### src/rtl/picosoc_ram_arb_wb_if.sv
// Wishbone link bundle for the picosoc RAM arbiter.
// Ports: master/slave modports, plus ram (master view without err).
interface picosoc_ram_arb_wb_if;
  logic [31:0] adr;
  logic [31:0] dat_w;
  logic [31:0] dat_r;
  logic [3:0]  sel;
  logic        we;
  logic        cyc;
  logic        stb;
  logic        ack;
  logic        err;

  modport master (
    output adr, dat_w, sel, we, cyc, stb,
    input  dat_r, ack, err
  );

  modport slave (
    input  adr, dat_w, sel, we, cyc, stb,
    output dat_r, ack, err
  );

  // The RAM has no error line; the arbiter drives it through this view.
  modport ram (
    output adr, dat_w, sel, we, cyc, stb,
    input  dat_r, ack
  );
endinterface

### src/rtl/picosoc_ram_arb_wb.sv
// Two-master round-robin Wishbone arbiter with per-access ACK watchdog.
// Ports: wb_clk_i, wb_rst_i, m0_if/m1_if (slave), s_if (ram), gnt_o.
module picosoc_ram_arb_wb #(
  parameter int unsigned TIMEOUT = 16,
  parameter int unsigned CNT_W   = 8
) (
  input  logic                       wb_clk_i,
  input  logic                       wb_rst_i,
  picosoc_ram_arb_wb_if.slave        m0_if,
  picosoc_ram_arb_wb_if.slave        m1_if,
  picosoc_ram_arb_wb_if.ram          s_if,
  output logic [1:0]                 gnt_o
);

  typedef enum logic [1:0] {
    IDLE = 2'd0,
    GNT0 = 2'd1,
    GNT1 = 2'd2
  } state_t;

  localparam logic [CNT_W-1:0] LIM = CNT_W'(TIMEOUT - 1);
  localparam bit WD_EN = (TIMEOUT != 0);

  state_t           state_q, state_d;
  logic             last_q, last_d;
  logic [CNT_W-1:0] cnt_q, cnt_d;

  logic g0, g1;
  logic gstb;
  logic wd_err;

  assign g0 = (state_q == GNT0);
  assign g1 = (state_q == GNT1);

  always_comb begin
    state_d = state_q;
    last_d  = last_q;
    unique case (state_q)
      IDLE: begin
        // On a tie the master that was not granted last wins.
        if (m0_if.cyc && (!m1_if.cyc || last_q))
          state_d = GNT0;
        else if (m1_if.cyc)
          state_d = GNT1;
      end
      GNT0: if (!m0_if.cyc) state_d = m1_if.cyc ? GNT1 : IDLE;
      GNT1: if (!m1_if.cyc) state_d = m0_if.cyc ? GNT0 : IDLE;
      default: state_d = IDLE;
    endcase
    if (state_d == GNT0 && state_q != GNT0) last_d = 1'b0;
    if (state_d == GNT1 && state_q != GNT1) last_d = 1'b1;
  end

  always_comb begin
    gstb = 1'b0;
    if (g0) gstb = m0_if.stb;
    if (g1) gstb = m1_if.stb;
  end

  // Error fires on the last tolerated wait cycle; ack absent by construction.
  assign wd_err = WD_EN && gstb && !s_if.ack && (cnt_q == LIM);

  always_comb begin
    cnt_d = cnt_q;
    if (!WD_EN || state_q == IDLE || state_d != state_q ||
        s_if.ack || wd_err)
      cnt_d = '0;
    else if (gstb)
      cnt_d = cnt_q + CNT_W'(1);
  end

  always_ff @(posedge wb_clk_i or posedge wb_rst_i) begin
    if (wb_rst_i) begin
      state_q <= IDLE;
      last_q  <= 1'b1;
      cnt_q   <= '0;
    end else begin
      state_q <= state_d;
      last_q  <= last_d;
      cnt_q   <= cnt_d;
    end
  end

  always_comb begin
    s_if.adr   = '0;
    s_if.dat_w = '0;
    s_if.sel   = '0;
    s_if.we    = 1'b0;
    s_if.cyc   = 1'b0;
    if (g0) begin
      s_if.adr   = m0_if.adr;
      s_if.dat_w = m0_if.dat_w;
      s_if.sel   = m0_if.sel;
      s_if.we    = m0_if.we;
      s_if.cyc   = m0_if.cyc;
    end
    if (g1) begin
      s_if.adr   = m1_if.adr;
      s_if.dat_w = m1_if.dat_w;
      s_if.sel   = m1_if.sel;
      s_if.we    = m1_if.we;
      s_if.cyc   = m1_if.cyc;
    end
  end

  // Strobe is withdrawn in the error cycle so the slave drops the access.
  assign s_if.stb = gstb & ~wd_err;

  assign m0_if.ack   = s_if.ack & g0 & ~wd_err;
  assign m1_if.ack   = s_if.ack & g1 & ~wd_err;
  assign m0_if.err   = wd_err & g0;
  assign m1_if.err   = wd_err & g1;
  assign m0_if.dat_r = g0 ? s_if.dat_r : '0;
  assign m1_if.dat_r = g1 ? s_if.dat_r : '0;

  assign gnt_o = {g1, g0};

endmodule

### src/flat_wrapper.sv
// flat-port wrapper written by rule: the top's interface ports become plain ports
module picosoc_ram_arb_wb_flat 
#(
  parameter int unsigned TIMEOUT = 16,
  parameter int unsigned CNT_W   = 8
)
  (wb_clk_i, wb_rst_i, gnt_o, m0_if_adr, m0_if_dat_w, m0_if_sel, m0_if_we, m0_if_cyc, m0_if_stb, m0_if_dat_r, m0_if_ack, m0_if_err, m1_if_adr, m1_if_dat_w, m1_if_sel, m1_if_we, m1_if_cyc, m1_if_stb, m1_if_dat_r, m1_if_ack, m1_if_err, s_if_adr, s_if_dat_w, s_if_sel, s_if_we, s_if_cyc, s_if_stb, s_if_dat_r, s_if_ack);
  picosoc_ram_arb_wb_if m0_if_i ();
  picosoc_ram_arb_wb_if m1_if_i ();
  picosoc_ram_arb_wb_if s_if_i ();
  input  logic wb_clk_i;
  input  logic wb_rst_i;
  output logic [1:0] gnt_o;
  input wire logic [$bits(m0_if_i.adr)-1:0] m0_if_adr;
  input wire logic [$bits(m0_if_i.dat_w)-1:0] m0_if_dat_w;
  input wire logic [$bits(m0_if_i.sel)-1:0] m0_if_sel;
  input wire logic [$bits(m0_if_i.we)-1:0] m0_if_we;
  input wire logic [$bits(m0_if_i.cyc)-1:0] m0_if_cyc;
  input wire logic [$bits(m0_if_i.stb)-1:0] m0_if_stb;
  output wire logic [$bits(m0_if_i.dat_r)-1:0] m0_if_dat_r;
  output wire logic [$bits(m0_if_i.ack)-1:0] m0_if_ack;
  output wire logic [$bits(m0_if_i.err)-1:0] m0_if_err;
  input wire logic [$bits(m1_if_i.adr)-1:0] m1_if_adr;
  input wire logic [$bits(m1_if_i.dat_w)-1:0] m1_if_dat_w;
  input wire logic [$bits(m1_if_i.sel)-1:0] m1_if_sel;
  input wire logic [$bits(m1_if_i.we)-1:0] m1_if_we;
  input wire logic [$bits(m1_if_i.cyc)-1:0] m1_if_cyc;
  input wire logic [$bits(m1_if_i.stb)-1:0] m1_if_stb;
  output wire logic [$bits(m1_if_i.dat_r)-1:0] m1_if_dat_r;
  output wire logic [$bits(m1_if_i.ack)-1:0] m1_if_ack;
  output wire logic [$bits(m1_if_i.err)-1:0] m1_if_err;
  output wire logic [$bits(s_if_i.adr)-1:0] s_if_adr;
  output wire logic [$bits(s_if_i.dat_w)-1:0] s_if_dat_w;
  output wire logic [$bits(s_if_i.sel)-1:0] s_if_sel;
  output wire logic [$bits(s_if_i.we)-1:0] s_if_we;
  output wire logic [$bits(s_if_i.cyc)-1:0] s_if_cyc;
  output wire logic [$bits(s_if_i.stb)-1:0] s_if_stb;
  input wire logic [$bits(s_if_i.dat_r)-1:0] s_if_dat_r;
  input wire logic [$bits(s_if_i.ack)-1:0] s_if_ack;
  assign m0_if_i.adr = m0_if_adr;
  assign m0_if_i.dat_w = m0_if_dat_w;
  assign m0_if_i.sel = m0_if_sel;
  assign m0_if_i.we = m0_if_we;
  assign m0_if_i.cyc = m0_if_cyc;
  assign m0_if_i.stb = m0_if_stb;
  assign m0_if_dat_r = m0_if_i.dat_r;
  assign m0_if_ack = m0_if_i.ack;
  assign m0_if_err = m0_if_i.err;
  assign m1_if_i.adr = m1_if_adr;
  assign m1_if_i.dat_w = m1_if_dat_w;
  assign m1_if_i.sel = m1_if_sel;
  assign m1_if_i.we = m1_if_we;
  assign m1_if_i.cyc = m1_if_cyc;
  assign m1_if_i.stb = m1_if_stb;
  assign m1_if_dat_r = m1_if_i.dat_r;
  assign m1_if_ack = m1_if_i.ack;
  assign m1_if_err = m1_if_i.err;
  assign s_if_adr = s_if_i.adr;
  assign s_if_dat_w = s_if_i.dat_w;
  assign s_if_sel = s_if_i.sel;
  assign s_if_we = s_if_i.we;
  assign s_if_cyc = s_if_i.cyc;
  assign s_if_stb = s_if_i.stb;
  assign s_if_i.dat_r = s_if_dat_r;
  assign s_if_i.ack = s_if_ack;
  picosoc_ram_arb_wb #(.TIMEOUT(TIMEOUT), .CNT_W(CNT_W)) u_core (.wb_clk_i(wb_clk_i), .wb_rst_i(wb_rst_i), .m0_if(m0_if_i), .m1_if(m1_if_i), .s_if(s_if_i), .gnt_o(gnt_o));
endmodule
### config.mk
export PLATFORM = sky130hd
export DESIGN_NAME = picosoc_ram_arb_wb_flat
export DESIGN_NICKNAME = d
export VERILOG_FILES = /design/src/rtl/picosoc_ram_arb_wb_if.sv /design/src/rtl/picosoc_ram_arb_wb.sv /design/src/flat_wrapper.sv
export SDC_FILE = /design/constraint.sdc
export NUM_CORES = 1
export LEC_CHECK = 0
export ABC_CLOCK_PERIOD_IN_PS = 3450
export BUFFER_PORTS_ARGS = -buffer_cell sky130_fd_sc_hd__buf_2
export CAP_MARGIN = 20
export CORE_AREA = 2 2 122 124
export CTS_BUF_LIST = sky130_fd_sc_hd__clkbuf_8
export DETAILED_ROUTE_END_ITERATION = 10
export DIE_AREA = 0 0 124 126
export SLEW_MARGIN = 20
export SYNTH_ARGS = -nofsm -noshare
export SYNTH_HDL_FRONTEND = slang
export SYNTH_SLANG_ARGS = --single-unit
### constraint.sdc
create_clock -name wb_clk_i -period 3.45 [get_ports wb_clk_i]
set_input_delay 0.345 -clock wb_clk_i [delete_from_list [all_inputs] [get_ports wb_clk_i]]
set_output_delay 0.345 -clock wb_clk_i [all_outputs]
set_load 0.03 [all_outputs]
==> metrics.txt, run 1 <==
Crit path required time=between 3 and 4 ns; Startpoint Class=flip-flop; setup bufs post-CTS=0; worst r2r path cells=4; CP Max Fanout=61; sequential fraction of the synthesis area=roughly 15%; Final Max Slew Viols=0; Switching Fraction=57.4%; via count=3025; Final Cycle Share=76.8%; Post-synth EDFFs=0; syn avg cell area=7.85 µm²; die span in x=about 120 µm; die area=15600 µm²; Via density=4.18; Clk network pwr share=9.7%; fillers=1613; Routed WL per cell=16.2 µm; Tot Pwr=1.35 mW; Top-Level Pins=318; Yosys top cell area share=31.8%; CTS Buffer Depth=2; most frequent cell after synthesis=and2_1; DR iter-0 viols=114; post-synthesis cell count=~240; CTS root buf=clkbuf_8; Post-Synthesis Cell Area=around 1900 µm²; Hold Crit Class=input pin to asynchronous set/reset pin; total CTS buffers=3; Net count, final=717; Routed Antenna Nets=0; number of global-route vias before repair=roughly 2700; ys flop type=dfrtp_1; Reg power frac=roughly 11%; # DRC=0; Worst Setup EP=s_if_adr[11]; PD cells=369 nW/µm²; Slew headroom=a little over half; Port Buf Inserts=317; clock skew=0.000255 ns; Core Region=14300 µm²; CTS tree=yes; share of post-route cells with drive strength above 1=just over 60%; maximum clock rate=roughly 380 MHz; post-route cell area=between 3000 and 4000 µm²; critical path startpoint=u_core.state_q[0]; Congestion Overflow GR=0; CP max stage cell=and2b_4; status=complete, no violations; Reg-to-Reg End=u_core.cnt_q[1]; RR Startpoint=u_core.state_q[0]; CTS clk-pin slew, worst paths=0.05 ns; area leader, netlist=a22o_1; synth unique cells=37; Worst-Margin Slew=0.690 ns; Setup WS post-layout=0.801 ns; ranking of synthesized cells by area=a22o_1 32%, and2_1 23%, dfrtp_1 13%; Buf+Inv Stages, Crit Path=2; endpoint class of the critical path=output pin; Hold-fix buffers, CTS=0; GRT Resource Usage Total=13.2%; final setup fails=0; crit-path cells=and2b_4, buf_12, a22o_1, buf_2; H-tree levels=1; clk sinks=11; switching power=776 µW; RSZ-0062 raised after global routing=no; first-pass GRT wire length=15700 µm; DP Worst Slack=1.05 ns; Starting Density=13.3%; reg2reg setup slack=between 1 and 1.5 ns; antenna violations before repair=2; largest net degree at the start of global routing=63; Post-synth ARST share=100%; Post-synth top cells=70 x and2_1, 69 x a22o_1, 14 x buf_2; GP Congestion=~0.9; Detailed Routing Iterations Pass 1=4; CP Data Arrival Time=2.30 ns; flops & latches, synth=11; critical setup path kind=flip-flop to output pin; Hold Violations, Final=0; Final min period=between 2 and 3 ns; hpwl dp=9860 µm; CTS resizes=0; area post-placement=3610 µm²; Routed WL=11700 µm; Peak VDD IR=0.000195 V; Leakage=roughly 2.2 nW; setup_tns=0 ns; internal power of the cells=576 µW; crit-path max cell delay=0.67 ns; instance count on the critical path=4; worst skew pair latency=0.24 ns; area occupied by multi-input gates=about 1500 µm²; Synth Warn #=0; Crit path max-delay family=simple AND/OR/NAND/NOR gates; combinational share of power=78.9%; max-cap violations=0; Mapped Nets=420; std cell rows=44; sequential cell area=277 µm²; Die Y=126 µm; P&R area growth vs syn=92.6%
[area by class of cell]
| class | instances | area share (%) |
|---|---|---|
| clock buffer | 3 | 1.13 |
| clock inverter | 1 | 0.103 |
| antenna | 1 | 0.0684 |
| timing repair buffer | 320 | 44.3 |
| inverter | 3 | 0.308 |
| sequential | 11 | 7.55 |
| tap | 184 | 6.29 |
| multi-input combinational | 200 | 40.3 |
[per-layer routing]
layer / global-route usage (%) / routed length [µm]
met1: 16.9 / 4840
met2: 23.2 / 5640
met3: 2.45 / 1120
met4: 2.05 / 95
met5: 0 / 0
[logic make-up (layout without fill, tap and decap cells)]
| kind of cell | after synthesis | count (layout) | synth area share (%) |
|---|---|---|---|
| AOI/OAI and AO/OA | 92 | 92 | 40.1 |
| xor gates and xnor gates | 4 | 4 | 1.84 |
| adders and majority gates | 1 | 1 | 0.658 |
| buffers and inverters | 31 | 327 | 8.43 |
| DFF | 11 | 11 | 14.5 |
| muxes | 1 | 1 | 0.527 |
| other | 0 | 1 | 0 |
| and+or+nand+nor | 102 | 102 | 33.9 |
[sequential cells by signal, summed over array words and instances (netlist names)]
register and count:
u_core.cnt_q 8, u_core.last_q 1, u_core.state_q 2
[stage by stage]
stage	util, %	cells	hold WS (ns)
6_report	25.6	723	0.0981
3_3_place_gp	25.2	718	0.374
2_1_floorplan	-	242	0.197
5_1_grt	25.6	723	0.149
4_1_cts	25.6	722	0.115
3_5_place_dp	25.2	718	0.372
[worst register-to-register path, cell delays in order, from the launching register on]
cell	delay (ns)
dfrtp_1	0.63
and2b_4	0.67
a22o_4	0.25
nand2b_1	0.24
nor4b_4	0.34
[power groups by stage]
stage | logic (mW) | registers [mW] | clock network [mW]
after floorplan | 0.727 | 0.147 | 0
after global placement | 1.08 | 0.156 | 0
after detailed placement | 1.07 | 0.156 | 0
after CTS | 1.08 | 0.154 | 0.133
after global routing | 1.13 | 0.157 | 0.136
final | 1.07 | 0.154 | 0.131
[placed cells by master, fill, tap and decap left out]
master and n:
nand2_1 5, dfstp_2 1, a211oi_1 3, a21oi_1 7
o22a_1 1, or3b_1 1, dfrtp_1 10, o22ai_1 1
buf_4 2, nand4_1 1, a31oi_1 1, clkbuf_8 3
buf_12 1, a22o_1 69, and2b_4 1, a22o_4 1
a211o_1 1, nor2b_4 1, nand3b_1 2, nand4b_2 1
a21oi_2 1, xnor2_1 4, mux2i_1 1, inv_1 4
o21ai_0 4, diode_2 1, nor2_1 11, buf_2 317
and3_1 2, nand4b_4 1, a21boi_0 1, and2_1 70
nor3_1 3, ha_1 1, o21a_1 1, nand2b_1 2
o2bb2ai_1 1, nor4b_4 1
[worst min path at each step]
stage / cells past startpoint / startpoint / endpoint
floorplan: 1 / wb_rst_i / u_core.cnt_q[0]
global placement: 2 / wb_rst_i / u_core.state_q[1]
detailed placement: 2 / wb_rst_i / u_core.state_q[1]
CTS: 2 / wb_rst_i / u_core.state_q[1]
global route: 2 / wb_rst_i / u_core.cnt_q[3]
finish: 2 / wb_rst_i / u_core.state_q[1]
(Power assumes the default switching activity.)
==> run 2, diff against run 1 <==
ABC_CLOCK_PERIOD_IN_PS = 2300   (was 3450)
clock period = 2.3 ns   (was 3.45 ns; I/O delays follow)
==> run 2 against run 1 <==
Compared with the run above: the run now ends with negative hold slack left; final area grew 1.6%; global-route usage increased by 1.2 points; via count rose by 0.17%; critical path type unchanged; largest cell class unchanged; largest power group unchanged.
==> metrics.txt, run 2 (synthesis results as in run 1) <==
Top-Level Pins=318 (unchanged); instance count on the critical path=4 (unchanged); PD cells=555 nW/µm² (was 369 nW/µm²); Via density=4.16 (was 4.18); Congestion Overflow GR=0 (unchanged); # DRC=0 (unchanged); largest net degree at the start of global routing=70 (was 63); Routed WL per cell=17.3 µm (was 16.2 µm); worst r2r path cells=6 (was 4); Routed WL=12600 µm (was 11700 µm); setup bufs post-CTS=0 (unchanged); clk sinks=11 (unchanged); Starting Density=13.3% (unchanged); Slew headroom=69.3% (was 54.0%); CTS root buf=clkbuf_8 (unchanged); commonest non-fill, non-tap cells in the layout=317 x buf_2, 70 x and2_1, 69 x a22o_1, 11 x nor2_1, 10 x dfrtp_1 (unchanged); Crit path max-delay family=flip-flops (was simple AND/OR/NAND/NOR gates); Hold-fix buffers, CTS=0 (unchanged); Startpoint Class=flip-flop (unchanged); RSZ-0062 raised after global routing=no (unchanged); CTS tree=yes (unchanged); CP Data Arrival Time=1.89 ns (was 2.30 ns); DR iter-0 viols=129 (was 114); max reg flops=8 (unchanged); Tot Pwr=2.06 mW (was 1.35 mW); endpoint class of the critical path=output pin (unchanged); first-pass GRT wire length=16900 µm (was 15700 µm); Hold Crit Class=input pin to asynchronous set/reset pin (unchanged); Leakage=2.24 nW (was 2.21 nW); die span in x=124 µm (unchanged); CP max stage cell=dfrtp_1 (was and2b_4); share of post-route cells with drive strength above 1=61.8% (was 61.5%); Core Region=14300 µm² (unchanged); reg2reg setup slack=0.47 ns (was 1.22 ns); std cell rows=44 (unchanged); status=finished with violations (was complete, no violations); Reg-to-Reg End=u_core.cnt_q[0] (was u_core.cnt_q[1]); Final Cycle Share=92.3%; maximum clock rate=471 MHz; Detailed Routing Iterations Pass 1=4 (unchanged); antenna violations before repair=1 (was 2); Top Registers=u_core.cnt_q x8, u_core.state_q x2, u_core.last_q x1 (unchanged); GP Congestion=0.826 (was 0.879); failing checks=negative hold slack; critical setup path kind=flip-flop to output pin (unchanged); H-tree levels=1 (unchanged); RR Startpoint=u_core.state_q[1] (was u_core.state_q[0]); Final Max Slew Viols=0 (unchanged); CTS clk-pin slew, worst paths=0.05 ns (about the same); crit-path max cell delay=0.50 ns (was 0.67 ns); P&R area growth vs syn=95.7% (was 92.6%); clock skew=0.000960 ns (was 0.000255 ns); Final min period=2.12 ns; commonest non-fill, non-tap cell in the layout=buf_2 (unchanged); GRT Resource Usage Total=14.4% (was 13.2%); Hold Violations, Final=10 (was 0); Crit path required time=2.07 ns (was 3.11 ns); CTS Buffer Depth=2 (unchanged); Largest Register=u_core.cnt_q (unchanged); hpwl dp=10700 µm (was 9860 µm); Routed Antenna Nets=0 (unchanged); number of global-route vias before repair=2741 (was 2731); Fin Hold WS=-0.0123 ns (was 0.0981 ns); Die Y=126 µm (unchanged); Port Buf Inserts=317 (unchanged); Buf+Inv Stages, Crit Path=2 (unchanged); die area=15600 µm² (unchanged); crit-path cells=and2b_4, buf_12, a22o_1, buf_2 (unchanged); via count=3030 (was 3025); Peak VDD IR=0.000320 V (was 0.000195 V); max-cap violations=0 (unchanged); final setup fails=0 (unchanged); Net count, final=721 (was 717); CTS resizes=0 (unchanged); total CTS buffers=3 (unchanged); Worst-Margin Slew=0.460 ns (was 0.690 ns); worst skew pair latency=0.24 ns (about the same); setup_tns=0 ns (unchanged); CP Max Fanout=45 (was 61)
==> run 2: stage by stage <==
step	instance area [µm²]	setup slack (ns)	std cells	hold slack, ns	util, %
3_5_place_dp	3670	0.431	722	0.276	25.6
4_1_cts	3710	0.158	726	0.0165	25.9
6_report	3720	0.177	728	-0.0123	26.0
2_1_floorplan	1900	0.391	242	0.0817	-
3_3_place_gp	3670	0.432	722	0.263	25.6
5_1_grt	3720	0.0725	727	0.0449	26.0
==> run 2: cell type report <==
cell class,count,area [µm²]
Antenna cell,2,5.00
Clock buffer,3,41.3
Clock inverter,1,3.75
Fill cell,1617,10600
Inverter,3,11.3
Multi-Input combinational cell,200,1470
Sequential cell,11,277
Tap cell,184,230
Timing Repair Buffer,324,1680
==> run 2: worst max path at each step <==
| stage | startpoint | to | slack [ns] |
|---|---|---|---|
| after floorplan | u_core.state_q[1] | m1_if_err | 0.39 |
| after global placement | u_core.state_q[1] | s_if_adr[27] | 0.43 |
| after detailed placement | u_core.state_q[1] | s_if_adr[27] | 0.43 |
| after CTS | u_core.state_q[1] | s_if_adr[27] | 0.16 |
| after global routing | u_core.state_q[1] | s_if_adr[27] | 0.07 |
| final | u_core.state_q[1] | s_if_adr[27] | 0.18 |
==> run 2: per-layer routing <==
metal	part of all wire (%)	track usage (%)	wire (µm)	up-vias
met5	0	0	0	-
met4	0.87	2.78	110	0
met3	8.0	1.95	1010	10
met2	49	25.9	6220	157
met1	42	18.1	5240	1369
li1	-	-	-	1494
==> run 2: power breakdown <==
part	switching, mW	internal, mW
clock	0.0811	0.118
sequential	0.0194	0.208
combinational	1.08	0.561
